$ cat src/rtl/uart_xlink_pkg.sv
// uart_xlink_pkg: shared state enums and frame-length helper for the UART cross-link switch
package uart_xlink_pkg;
  typedef enum logic [1:0] {CFG_IDLE, CFG_WAIT, CFG_APPLY, CFG_ERR} cfg_state_t;
  typedef enum logic {TRK_IDLE, TRK_BUSY} trk_state_t;
  function automatic int frame_cycles(input int bits, input int clks);
    return bits * clks;
  endfunction
endpackage

$ cat src/rtl/uart_frame_tracker.sv
// uart_frame_tracker: flags a serial line busy from its start edge until the frame (or break) ends
module uart_frame_tracker
  import uart_xlink_pkg::*;
#(
  parameter int UART_CLOCKS_PER_PULSE = 5208,
  parameter int FRAME_BITS = 10
) (
  input  logic clk,
  input  logic rstn,
  input  logic line,
  output logic busy
);
  localparam int FC = frame_cycles(FRAME_BITS, UART_CLOCKS_PER_PULSE);
  localparam int CW = $clog2(FC + 1);
  trk_state_t state, state_nx;
  logic [CW-1:0] cnt, cnt_nx;
  logic prev, fall;
  assign fall = prev & ~line;
  // a start edge counts as busy in the same cycle so a concurrent reroute is held off
  assign busy = (state == TRK_BUSY) || fall;
  // state, frame counter and previous line sample
  always_ff @(posedge clk or negedge rstn) begin
    if (!rstn) begin
      state <= TRK_IDLE;
      cnt <= '0;
      prev <= 1'b1;
    end else begin
      state <= state_nx;
      cnt <= cnt_nx;
      prev <= line;
    end
  end
  // start on falling edge, count one frame, then wait for the line to be high (break)
  always_comb begin
    state_nx = state;
    cnt_nx = cnt;
    if (state == TRK_IDLE) begin
      if (fall) begin
        state_nx = TRK_BUSY;
        cnt_nx = CW'(FC - 1);
      end
    end else if (cnt != '0) cnt_nx = cnt - 1'b1;
    else if (line) state_nx = TRK_IDLE;
  end
endmodule

$ cat src/rtl/uart_xlink_switch.sv
// uart_xlink_switch: N-node UART master/slave cross-link with frame-safe runtime rerouting
// Define XLINK_LOOPBACK_EN to allow a node's master TX to be routed to its own slave RX.
module uart_xlink_switch
  import uart_xlink_pkg::*;
#(
  parameter int NUM_NODES = 4,
  parameter int UART_CLOCKS_PER_PULSE = 5208,
  parameter int FRAME_BITS = 10,
  localparam int IDX_W = $clog2(NUM_NODES)
) (
  input  logic clk,
  input  logic rstn,
  input  logic [NUM_NODES-1:0] m_u_tx_in,
  input  logic [NUM_NODES-1:0] s_u_tx_in,
  output logic [NUM_NODES-1:0] m_u_rx_out,
  output logic [NUM_NODES-1:0] s_u_rx_out,
  input  logic cfg_valid,
  output logic cfg_ready,
  input  logic [IDX_W-1:0] cfg_node,
  input  logic [IDX_W-1:0] cfg_target,
  input  logic cfg_disconnect,
  output logic cfg_done,
  output logic cfg_err,
  output logic [2*NUM_NODES-1:0] line_busy
);
  logic [NUM_NODES-1:0] rm, rs, m_busy, s_busy, tgt_v, own_v;
  logic [IDX_W-1:0] tgt [NUM_NODES];
  logic [IDX_W-1:0] own [NUM_NODES];
  logic [IDX_W-1:0] rq_node, rq_tgt;
  logic rq_disc, bad, self_bad, wait_busy;
  cfg_state_t state, state_nx;
`ifdef XLINK_LOOPBACK_EN
  assign self_bad = 1'b0;
`else
  assign self_bad = cfg_target == cfg_node;
`endif
  assign bad = int'(cfg_node) >= NUM_NODES || (!cfg_disconnect && (int'(cfg_target) >= NUM_NODES ||
               (own_v[cfg_target] && own[cfg_target] != cfg_node) || self_bad));
  assign wait_busy = m_busy[rq_node] || (tgt_v[rq_node] && s_busy[tgt[rq_node]]) || (!rq_disc && s_busy[rq_tgt]);
  assign line_busy = {s_busy, m_busy};
  for (genvar i = 0; i < NUM_NODES; i++) begin : g_trk
    uart_frame_tracker #(.UART_CLOCKS_PER_PULSE(UART_CLOCKS_PER_PULSE), .FRAME_BITS(FRAME_BITS)) u_m (
      .clk(clk), .rstn(rstn), .line(rm[i]), .busy(m_busy[i]));
    uart_frame_tracker #(.UART_CLOCKS_PER_PULSE(UART_CLOCKS_PER_PULSE), .FRAME_BITS(FRAME_BITS)) u_s (
      .clk(clk), .rstn(rstn), .line(rs[i]), .busy(s_busy[i]));
  end
  // input capture and registered crossbar; unrouted outputs idle high
  always_ff @(posedge clk or negedge rstn) begin
    if (!rstn) begin
      rm <= '1;
      rs <= '1;
      m_u_rx_out <= '1;
      s_u_rx_out <= '1;
    end else begin
      rm <= m_u_tx_in;
      rs <= s_u_tx_in;
      for (int i = 0; i < NUM_NODES; i++) begin
        m_u_rx_out[i] <= tgt_v[i] ? rs[tgt[i]] : 1'b1;
        s_u_rx_out[i] <= own_v[i] ? rm[own[i]] : 1'b1;
      end
    end
  end
  // config state register and request latch
  always_ff @(posedge clk or negedge rstn) begin
    if (!rstn) begin
      state <= CFG_IDLE;
      rq_node <= '0;
      rq_tgt <= '0;
      rq_disc <= 1'b0;
    end else begin
      state <= state_nx;
      if (cfg_valid && cfg_ready) begin
        rq_node <= cfg_node;
        rq_tgt <= cfg_target;
        rq_disc <= cfg_disconnect;
      end
    end
  end
  // config FSM: validate, wait for all involved lines to be between frames, then apply
  always_comb begin
    cfg_ready = state == CFG_IDLE;
    cfg_done = state == CFG_APPLY;
    cfg_err = state == CFG_ERR;
    state_nx = state == CFG_IDLE ? (cfg_valid ? (bad ? CFG_ERR : CFG_WAIT) : CFG_IDLE) :
               state == CFG_WAIT ? (wait_busy ? CFG_WAIT : CFG_APPLY) : CFG_IDLE;
  end
  // route map: pairwise cross on reset; old entry cleared before the new one is written
  always_ff @(posedge clk or negedge rstn) begin
    if (!rstn) begin
      for (int i = 0; i < NUM_NODES; i++) begin
        tgt[i] <= IDX_W'(i ^ 1);
        own[i] <= IDX_W'(i ^ 1);
      end
      tgt_v <= '1;
      own_v <= '1;
    end else if (state == CFG_APPLY) begin
      if (tgt_v[rq_node]) own_v[tgt[rq_node]] <= 1'b0;
      tgt_v[rq_node] <= !rq_disc;
      if (!rq_disc) begin
        tgt[rq_node] <= rq_tgt;
        own[rq_tgt] <= rq_node;
        own_v[rq_tgt] <= 1'b1;
      end
    end
  end
endmodule
$ cat config.mk
export PLATFORM = sky130hd
export DESIGN_NAME = uart_xlink_switch
export DESIGN_NICKNAME = d
export VERILOG_FILES = /design/src/rtl/uart_xlink_pkg.sv /design/src/rtl/uart_frame_tracker.sv /design/src/rtl/uart_xlink_switch.sv
export SDC_FILE = /design/constraint.sdc
export NUM_CORES = 1
export LEC_CHECK = 0
export ABC_AREA = 1
export ABC_CLOCK_PERIOD_IN_PS = 2100
export BUFFER_PORTS_ARGS = -buffer_cell sky130_fd_sc_hd__buf_2
export CORE_AREA = 10 10 156 158
export CTS_BUF_LIST = sky130_fd_sc_hd__clkbuf_8
export CTS_CLUSTER_DIAMETER = 150
export DETAILED_ROUTE_END_ITERATION = 10
export DIE_AREA = 0 0 166 168
export PLACE_DENSITY = 0.77
export REMOVE_ABC_BUFFERS = 1
export SLEW_MARGIN = 20
export SYNTH_ARGS = -nofsm -noshare
export SYNTH_HDL_FRONTEND = slang
export SYNTH_SLANG_ARGS = --single-unit
$ cat constraint.sdc
create_clock -name clk -period 2.1 [get_ports clk]
set_input_delay 0.315 -clock clk [delete_from_list [all_inputs] [get_ports clk]]
set_output_delay 0.315 -clock clk [all_outputs]
set_load 0.01 [all_outputs]
==> metrics.cfg <==
[timing]
finalHoldViolations = 0
setup_viol = 0
min_period_ps = 2010
fmax_mhz = 496
whs_ps = 144
clock_skew_ps = 14.5
slew_headroom_pct = 64.4
tightest_slew_ps = 535
fin_crit_sh_pct = 95.9
drv_slew = 0
rsz0062_at_grt = no
finalSetupTns_ps = 0

[synth]
yosys.area_share.simple_pct = 30.4
netlist_area_sq_um = 10400
ys_seq_area_share_pct = 46.3
yosysTopAreaCellShare_pct = 36.3
synth_top_cell_by_area = dfrtp_1
ys_ff_latch = 191
synth-xor-area-share_pct = 3.87
synth_edf_count = 0
dominantRegCellSynth = dfrtp_1
synthCells = 1393
yosys_warnings = 0
synth_adder_area_share_pct = 0.961
muxShareOfSynthArea_pct = 0
synth_cell_types = 37
synth-compound-area-share_pct = 11.1
synth_top_family_by_area = simple AND/OR/NAND/NOR gates
synth_area_leaders = dfrtp_1 36%, nand2_1 14%, dfstp_2 10%
avgSynthCellArea_sq_um = 7.48
ys_async_sr_fraction_pct = 100

[drt]
routedWlPerCell_microns = 13.3
drtPass1Iterations = 6
drcViolationCount = 0
route.vias.total = 8952
drt_first_iter_violations = 624
finalWirelength_microns = 23100
viasPerCell = 5.15
detail-route-antenna-nets = 0

[run]
cap_violations = 0

[clock_tree]
clkTransAtPathRegs_ps = 90
root_buffer = clkbuf_8
insertion_delay_ps = 480
numCtsBuffers = 17
cts.sinks = 191
cts_max_path_buffers = 2
htree_levels = 4
cts_tree = built
post-cts-setup-buffers = 0

[finish]
drive_gt1_share_pct = 10.8
area_delta_synth_final_pct = 9.59
diodes = 0
nets = 1470

[status]
outcome = finished clean

[setup_path]
critPathKind = flop to primary output
critPathRequiredTime_ps = 1780
arrival_ps = 1700
cp_max_fo = 6
end_kind = primary output
startpoint_type = flop

[floorplanning]
die_h_microns = 168
die_area_sq_um = 27900
std_cell_rows = 54
start_util_pct = 48.7
io_pins = 35
core-area_sq_um = 21400
dieWidth_microns = 166

[pwr]
p_per_area_nw_per_um2 = 1120
p_leak_nw = 5.34
max-vdd-ir-drop_uv = 417

[placed_design]
gp_congestion = 0.919
portBuffers = 34
dp_hpwl_microns = 17100

[grt]
overflow = 0
antenna_found_initial = 0
grt_max_degree = 65
track_usage_pct = 16.8
grt_pass1_vias = 8624
grt_pass1_wl_microns = 40200

[worst_hold_path]
hold_class = input pin to flop

==> report_power, final <==
group          internal [mW]  switching [mW]
Combinational           1.55            2.58
Sequential              5.00            1.24
Clock                   1.08            1.31
==> critical path: stages, from the launching register on <==
cell	delay [ps]
dfstp_2	640
inv_1	110
a21oi_2	270
inv_1	60
buf_2	140
==> registers in the layout, indices dropped and copies added, names as in the netlist, 8 cells and up <==
signal	cells
g_trk.u_m.cnt	64
g_trk.u_s.cnt	64
own	8
tgt	8
==> metrics by stage <==
| step | worst slack, ps | cells | utilization (%) | area, sq um | power (mW) |
|---|---|---|---|---|---|
| 2_1_floorplan | 188 | 1364 | - | 10200 | 9.09 |
| 3_3_place_gp | 90.0 | 1698 | 50.9 | 10900 | 10.2 |
| 3_5_place_dp | 31.4 | 1698 | 50.9 | 10900 | 10.4 |
| 4_1_cts | 3.07 | 1739 | 53.2 | 11400 | 12.8 |
| 5_1_grt | 0.860 | 1739 | 53.3 | 11400 | 13.9 |
| 6_report | 85.9 | 1739 | 53.3 | 11400 | 12.8 |
==> cell families after synthesis <==
family / count (synthesis)
flops: 191
buf+inv: 172
simple gates: 761
fa+ha+maj: 8
xor+xnor: 46
compound gates: 215
==> routing by layer <==
layer	wire length [microns]	share of wire, %	up-vias	global-route usage [%]
met5	0	0	-	0
met4	397	1.7	0	5.51
met3	872	3.8	28	2.96
met2	10800	47	179	27.6
met1	11000	48	4158	22.1
li1	-	-	4587	-
==> final timing paths <==
| check | from | slack [ps] | endpoint | cells after the start |
|---|---|---|---|---|
| worst max-delay path | rs[2] | 90 | line_busy[6] | 4 |
| worst min-delay path | cfg_disconnect | 140 | state[1] | 4 |
| worst max register to register | g_trk[0].u_s.cnt[0] | 180 | g_trk[0].u_s.cnt[7] | 9 |
| worst min register to register | rs[3] | 370 | g_trk[3].u_s.prev | 0 |
| max in group asynchronous | rstn | 1000 | own[1] | 3 |
| min in group asynchronous | rstn | 370 | g_trk[1].u_s.cnt[0] | 2 |
==> synth_stat cells, types with 7 or more instances <==
cell type / n
xnor2_1: 8
buf_6: 10
xor2_1: 38
o21ai_1: 18
nand3_1: 91
dfstp_2: 40
a31oi_1: 7
nand3b_1: 8
nand2_2: 9
nor3_1: 17
nor2_1: 219
nand4_1: 14
inv_1: 140
ha_1: 8
dfrtp_1: 151
nand2_1: 385
buf_4: 10
a21oi_1: 47
o211ai_1: 12
o21ai_0: 116
==> repair_timing <==
| action | in CTS | in global routing |
|---|---|---|
| hold buffers | 9 | 0 |
| gates resized for setup | 4 | 8 |
| hold endpoints to repair | 45 | 0 |
| endpoints found under the setup margin | 4 | 16 |
==> cell usage in the layout (no fill, tap or decap), drive strengths merged, types with 9 or more instances in the layout <==
master | Yosys | routed
a21oi | 48 | 48
buf | 26 | 53
clkbuf | 3 | 19
dfrtp | 151 | 151
dfstp | 40 | 40
dlygate4sd3 | 0 | 9
inv | 143 | 147
nand2 | 394 | 394
nand3 | 93 | 93
nand4 | 14 | 14
nor2 | 225 | 225
nor3 | 20 | 20
o211ai | 12 | 12
o21ai | 137 | 137
xor2 | 38 | 38
==> final cells by class <==
class | count | area (sq um)
inverters | 143 | 537
multi-input cells | 1030 | 4870
clock inverters | 14 | 143
fillers | 1987 | 10000
well taps | 280 | 350
repair buffers | 63 | 444
flip-flops and latches | 191 | 4830
clock buffers | 18 | 248
Power figures use the tool's default switching activity.
